`config.mk`:
```
export PLATFORM = sky130hd
export DESIGN_NAME = stream_mux_n
export DESIGN_NICKNAME = d
export VERILOG_FILES = /design/src/rtl/stream_mux_n.sv
export SDC_FILE = /design/constraint.sdc
export NUM_CORES = 1
export LEC_CHECK = 0
export ABC_CLOCK_PERIOD_IN_PS = 3000
export CAP_MARGIN = 20
export CORE_AREA = 4 4 48 50
export DETAILED_ROUTE_END_ITERATION = 16
export DIE_AREA = 0 0 52 54
export GPL_ROUTABILITY_DRIVEN = 0
export PLACE_DENSITY = 0.89
export SETUP_SLACK_MARGIN = 0.02
export SYNTH_ARGS = -nofsm -noshare
export SYNTH_HDL_FRONTEND = slang
export SYNTH_SLANG_ARGS = --single-unit
```
`constraint.sdc`:
```
create_clock -name clk1 -period 3 [get_ports clk1]
set_input_delay 0.45 -clock clk1 [delete_from_list [all_inputs] [get_ports clk1]]
set_output_delay 0.45 -clock clk1 [all_outputs]
set_load 0.03 [all_outputs]
```
`src/rtl/stream_mux_n.sv`:
```
// N-to-1 registered stream multiplexer with valid/ready on every channel.
// Fixed-select or round-robin arbitration feeds a single output beat register.
module stream_mux_n #(
  parameter int unsigned WIDTH    = 4,
  parameter int unsigned CHANNELS = 4,
  parameter int unsigned SEL_W    = $clog2(CHANNELS)
) (
  input  logic                      clk1,
  input  logic                      reset,
  input  logic [CHANNELS*WIDTH-1:0] in_data,
  input  logic [CHANNELS-1:0]       in_valid,
  output logic [CHANNELS-1:0]       in_ready,
  input  logic [SEL_W-1:0]          sel,
  input  logic                      mode,
  output logic [WIDTH-1:0]          out_data,
  output logic [SEL_W-1:0]          out_chan,
  output logic                      out_valid,
  input  logic                      out_ready
);

  logic                r_valid;
  logic [WIDTH-1:0]    r_data;
  logic [SEL_W-1:0]    r_chan;
  logic [SEL_W-1:0]    r_rr_ptr;

  logic                w_load_en;
  logic                w_granted;
  logic [SEL_W-1:0]    w_grant;
  logic [WIDTH-1:0]    w_data;
  logic [SEL_W-1:0]    w_rr_next;
  logic [CHANNELS-1:0] w_ready;

  assign w_load_en = !r_valid || out_ready;

  // Round-robin: first pass covers rr_ptr..CHANNELS-1, second pass wraps to the lowest index.
  always_comb begin
    w_granted = 1'b0;
    w_grant   = '0;
    if (mode) begin
      for (int i = 0; i < CHANNELS; i++) begin
        if (!w_granted && in_valid[i] && (i >= int'(r_rr_ptr))) begin
          w_granted = 1'b1;
          w_grant   = SEL_W'(i);
        end
      end
      for (int i = 0; i < CHANNELS; i++) begin
        if (!w_granted && in_valid[i]) begin
          w_granted = 1'b1;
          w_grant   = SEL_W'(i);
        end
      end
    end else begin
      // An out-of-range sel matches no channel, so nothing is granted.
      for (int i = 0; i < CHANNELS; i++) begin
        if ((sel == SEL_W'(i)) && in_valid[i]) begin
          w_granted = 1'b1;
          w_grant   = SEL_W'(i);
        end
      end
    end
  end

  always_comb begin
    w_data = '0;
    for (int i = 0; i < CHANNELS; i++) begin
      if (w_grant == SEL_W'(i)) begin
        w_data = in_data[i*WIDTH +: WIDTH];
      end
    end
  end

  assign w_rr_next = (w_grant == SEL_W'(CHANNELS - 1)) ? '0 : w_grant + SEL_W'(1);

  always_comb begin
    w_ready = '0;
    for (int i = 0; i < CHANNELS; i++) begin
      w_ready[i] = w_load_en && w_granted && (w_grant == SEL_W'(i)) && !reset;
    end
  end

  always_ff @(posedge clk1) begin
    if (reset) begin
      r_valid  <= 1'b0;
      r_data   <= '0;
      r_chan   <= '0;
      r_rr_ptr <= '0;
    end else if (w_load_en) begin
      if (w_granted) begin
        r_valid <= 1'b1;
        r_data  <= w_data;
        r_chan  <= w_grant;
        if (mode) begin
          r_rr_ptr <= w_rr_next;
        end
      end else begin
        r_valid <= 1'b0;
      end
    end
  end

  assign in_ready  = w_ready;
  assign out_data  = r_data;
  assign out_chan  = r_chan;
  assign out_valid = r_valid;

endmodule

```
==> impl_metrics.yaml, run 1 <==
power_and_ir_drop:
  leakagePower_nw: 0.542
  powerDensity_mw_per_mm2: 370
  ir_drop_mv: 0.276
  power_uw: 494
synthesis:
  avgSynthCellArea_sq_um: 8.88
  yosysSeqAreaShare_pct: 23.9
  ys_types: 29
  synth_seq_cells: 9
  syn_nets: 115
  syn_area_sq_um: 754
  synth_cells: 85
  ys_warn_count: 0
floorplanning:
  dieWidth_um: 52
  coreArea_sq_mm: 0.00190
  start_util_pct: 39.7
  dieArea_sq_mm: 0.00281
  chipHeight_um: 54
  row_count: 16
  boundaryPins: 37
worst_setup_path:
  cp_max_fo: 7
  crit_arrival_ps: 2440
  r2r_cells: 9
  r2r-end: "out_data[2]"
  endpoint_kind: "output port"
  cp_data_required_time_ps: 2550
  r2r_slack_ps: 620
  critPathKind: "in -> out"
  startpoint_type: "input pin"
  worstReg2RegStart: "r_rr_ptr[1]"
routing:
  drc: 0
  wl_per_cell_um: 14.8
  vias: 902
  drt_wl_total_um: 2520
  dr.pass1.iters: 4
  antenna_left: 0
  vias_per_cell: 5.31
  drtIter0Drc: 27
timing:
  timing.fmax_ghz: 0.347
  fin_tns_setup_ps: 0
  fin_skew_ps: 3.59
  maxSlewHeadroom_pct: 76.5
  setup_viol: 0
  hold_viol: 0
  maxSlewViolCount: 0
  setup_slack_ps: 115
  fin_crit_sh_pct: 96.2
  min_period_ps: 2890
  worst_slew_pin_slew_ps: 351
global_route:
  grt_max_degree: 13
  antenna_found_initial: 0
  grt.total_usage_pct: 18.7
  grt_pass1_wl_um: 3980
  overflow: 0
  grt_pass1_vias: 984
min_path:
  hp-class: "reg -> reg"
  min_to: "r_rr_ptr[0]"
  worstHoldPathCells: 2
  worstHoldStart: "r_rr_ptr[0]"
clock_tree:
  clk_latency_ps: 260
  clk_pin_slew_worst_paths_ps: 60
  htree_levels: 1
  cts_buffers: 3
  clk_path_buf_depth: 2
  cts_tree: "done"
  cts-root-buf: "clkbuf_4"
  numClockSinks: 9
run_status:
  status: "finished, final reports clean"
finish:
  diodes: 0
  fill_cells: 146
  multiInputGateArea_sq_um: 559
  postLayoutCellArea_sq_mm: 0.00134
  seqCellArea_sq_um: 180
  area_growth_pct: 76.9
  final_net_count: 174
  drive_above_1_share_pct: 30.1
run:
  max_cap_viol_count: 0
placement:
  port_buffers: 36
  dpl_cell_area_sq_mm: 0.00128
  dpl_worst_slack_ps: -131
  dpl.hpwl_um: 1970
synth_stat cells:
cell / count / area share, %
a221o_1: 4 / 5.3
o21a_1: 3 / 3.0
a22oi_2: 1 / 1.7
and2_4: 1 / 1.2
nand2_1: 6 / 3.0
a311oi_2: 1 / 2.0
o211ai_1: 3 / 3.0
nor3_1: 2 / 1.3
nor2_1: 3 / 1.5
a31oi_1: 1 / 0.83
nand2b_1: 1 / 0.83
inv_1: 6 / 3.0
buf_6: 1 / 1.5
o21bai_1: 1 / 1.0
a22oi_1: 3 / 3.0
nor3b_1: 3 / 3.0
a211oi_2: 5 / 8.3
ha_1: 4 / 6.6
o221ai_1: 1 / 1.2
clkbuf_1: 1 / 0.50
o32a_1: 1 / 1.3
nor4_4: 1 / 2.8
a21oi_1: 9 / 6.0
mux2i_1: 5 / 6.6
or2b_1: 1 / 1.0
buf_2: 1 / 0.66
dfxtp_1: 9 / 24
nor2b_1: 6 / 5.0
a21oi_2: 1 / 1.2
worst max-delay path, cell delays in order:
cell	delay, ps
clkdlybuf4s50_1	550
nor2b_1	70
a221o_1	350
a31oi_2	220
buf_4	170
ha_2	240
nor3b_2	210
buf_4	190
flip-flops by register name, indices dropped and copies added (netlist names):
signal and cells:
out_chan 2, r_rr_ptr 2, out_data 4, out_valid 1
what timing repair did:
| item | in CTS | in global routing |
|---|---|---|
| resized for setup | 2 | 7 |
| hold buffers | 0 | 0 |
| endpoints found under the setup margin | 2 | 4 |
| buffers inserted | 0 | 0 |
layout make-up:
cell class                 count  share of cell area [%]
inverter                       6                    1.69
tap                           27                    2.53
sequential                     9                    13.5
multi-input combinational     67                    41.9
clock buffer                   4                    1.97
timing repair buffer          57                    38.4
power by group:
part / total (mW) / internal [mW] / leakage, nW / switching (mW)
Clock: 0.0912 / 0.0511 / 0.0150 / 0.0401
Sequential: 0.145 / 0.134 / 0.0747 / 0.0102
Combinational: 0.258 / 0.132 / 0.453 / 0.125
Total: 0.494 / 0.318 / 0.542 / 0.176
layout by cell type (no fill, tap or decap), types with 2 or more instances in the layout:
cell	count
nor2_1	3
clkdlybuf4s50_1	31
nor3_1	2
a211oi_2	5
buf_4	24
ha_2	2
a221o_1	4
nor3b_2	2
clkbuf_4	3
a21oi_1	9
mux2i_1	5
ha_1	2
o211ai_1	3
nor2b_1	6
dfxtp_1	9
nand2_1	6
inv_1	6
a22oi_1	3
o21a_1	3
routing by layer:
| layer | wire (um) | vias up | global-route usage (%) |
|---|---|---|---|
| met1 | 972 | 411 | 18.9 |
| met2 | 1270 | 44 | 33.9 |
| met3 | 197 | 8 | 5.82 |
| li1 | - | 439 | - |
| met4 | 82 | 0 | 10.5 |
| met5 | 0 | - | 0 |
metrics by stage:
step                      std cells  utilization (%)  hold slack [ps]
final                           170             70.2              532
after global routing            170             70.2              580
after CTS                       170             68.7              519
after detailed placement        166             67.2              508
after global placement          166             67.2              500
after floorplan                  85                -              477
cell families (layout without fill, tap and decap cells):
logic type	count (synthesis)	after routing	share of synthesized area, %
flip-flops	9	9	23.9
AO/OA/AOI/OAI	34	34	37.6
AND/OR/NAND/NOR	24	24	19.6
adder cells (fa/ha/maj)	4	4	6.63
multiplexers	5	5	6.63
buffers and inverters	9	67	5.64
worst max-delay path by stage:
stage                start           to  slack (ps)  cells past startpoint
2_1_floorplan  in_valid[2]  in_ready[1]         300                      5
5_1_grt        in_valid[0]  in_ready[1]         -20                      8
3_3_place_gp          mode  in_ready[3]         -90                      8
3_5_place_dp   in_valid[2]  in_ready[3]        -130                      9
4_1_cts        in_valid[2]  in_ready[2]          50                      9
6_report       in_valid[1]  in_ready[1]         110                      8
(Power assumes the default switching activity.)
==> inputs of run 2 (changes only) <==
PLACE_DENSITY = 0.87   (was 0.89)
==> run 2 against run 1 <==
  * Critical path depth is the same
  * Clock-buffer cell count stayed put
  * Register-to-register slack better by 20 ps
  * Design area down 2.5%
  * Clock skew barely moved
  * Utilization down 1.8 points
  * Fmax decreased by 1.2%
==> impl_metrics.yaml, run 2 (same netlist as run 1, synthesis figures left out) <==
timing:
  fin_hold_ws_ps: 540
  hold_viol: 0
  fin_skew_ps: 3.54
  setup_viol: 0
  rsz0062_at_grt: "true"
  fin_tns_setup_ps: 0
  setup_slack_ps: 80.4
  maxSlewHeadroom_pct: 77.4
  min_period_ps: 2920
  timing.fmax_ghz: 0.343
  maxSlewViolCount: 0
  fin_crit_sh_pct: 97.3
  worst_slew_pin_slew_ps: 337
finish:
  final_net_count: 171
  area_growth_pct: 72.5
  layout_common_cells: "clkdlybuf4s50_1, buf_4, a21oi_1, dfxtp_1"
  final_common_cell: "clkdlybuf4s50_1"
  drive_above_1_share_pct: 27.1
  largest_reg_flops: 4
  diodes: 0
  fill_cells: 138
routing:
  drc: 0
  wl_per_cell_um: 14.8
  antenna_left: 0
  drt_wl_total_um: 2480
  drtIter0Drc: 20
  vias_per_cell: 5.38
  met2_length_um: 1330
  wl_met3_um: 181
  top_layer_used: "met4"
  dr.pass1.iters: 4
  vias: 899
  drt-met1-wl_um: 941
clock_tree:
  cts-root-buf: "clkbuf_4"
  clk_latency_ps: 260
  post_cts_buffers: 0
  clk_path_buf_depth: 2
  cts_tree: "done"
  cts_buffers: 3
  htree_levels: 1
  numClockSinks: 9
  clk_pin_slew_worst_paths_ps: 60
power_and_ir_drop:
  ir_drop_mv: 0.303
  powerDensity_mw_per_mm2: 377
  leakagePower_nw: 0.530
  power_uw: 490
worst_setup_path:
  startpoint_type: "input pin"
  crit_arrival_ps: 2470
  cp_data_required_time_ps: 2550
  critPathKind: "in -> out"
  endpoint_kind: "output port"
  cp_max_fo: 7
run_status:
  status: "finished, final reports clean"
floorplanning:
  chipHeight_um: 54
  dieWidth_um: 52
  coreArea_sq_mm: 0.00190
  row_count: 16
  start_util_pct: 39.7
  dieArea_sq_mm: 0.00281
  boundaryPins: 37
placement:
  dpl_worst_slack_ps: -235
  dpl.hpwl_um: 2090
  port_buffers: 36
min_path:
  hp-class: "reg -> reg"
global_route:
  overflow: 0
  grt_max_degree: 13
  grt_pass1_wl_um: 3880
  grt.total_usage_pct: 18.8
  grt_pass1_vias: 900
  antenna_found_initial: 0
run:
  max_cap_viol_count: 0
## run 2: cell types whose count changed in the layout (fill, tap and decap cells not counted)
cell,previous run,this run
buf_4,24,21
clkdlybuf4s15_1,1,0
clkdlybuf4s50_1,31,30
dlygate4sd1_1,0,1
dlygate4sd2_1,0,1
ha_1,2,3
ha_2,2,1
mux2i_1,5,4
mux2i_2,0,1
nor3b_1,1,3
nor3b_2,2,0
## run 2: area by class of cell
type | instances | area (sq um) | share of cell area [%]
Tap cell | 27 | 33.8 | 2.60
Clock buffer | 4 | 26.3 | 2.02
Inverter | 6 | 22.5 | 1.73
Multi-Input combinational cell | 67 | 551 | 42.3
Timing Repair Buffer | 54 | 488 | 37.5
Sequential cell | 9 | 180 | 13.8
## run 2: final timing paths
path | from | endpoint | slack, ps | cells after the start
max | in_valid[1] | in_ready[1] | 80 | 8
min reg2reg | r_rr_ptr[0] | r_rr_ptr[0] | 540 | 2
min | r_rr_ptr[0] | r_rr_ptr[0] | 540 | 2
max reg2reg | r_rr_ptr[1] | out_data[0] | 640 | 9
## run 2: worst max-delay path, cell delays in order
cell and delay [ps]:
clkdlybuf4s50_1 560, nor2b_1 70, a221o_1 330, a31oi_2 210, buf_4 160, ha_2 240, nor3b_1 250, buf_4 200
## run 2: metal layers
metal / global-route usage [%] / vias up
met4: 5.24 / 0
met1: 18.2 / 425
li1: - / 435
met5: 0 / -
met2: 38.1 / 35
met3: 5.26 / 4
## run 2: power by group
part           total, mW  internal, mW  switching (mW)
logic              0.253         0.129           0.124
registers          0.145         0.134          0.0102
clock network     0.0925        0.0512          0.0413
total              0.490         0.314           0.176
## run 2: per-stage QoR
step                util [%]  cells  cell area (sq um)
CTS                     67.8    167               1290
global route            68.4    167               1300
global placement        66.1    163               1260
detailed placement      66.1    163               1260
finish                  68.4    167               1300
floorplan                  -     85                754
## run 2: timing repair
item,CTS,global route
hold buffers,0,0
endpoints found under the setup margin,4,3
gates resized for setup,4,5
cloned,0,0
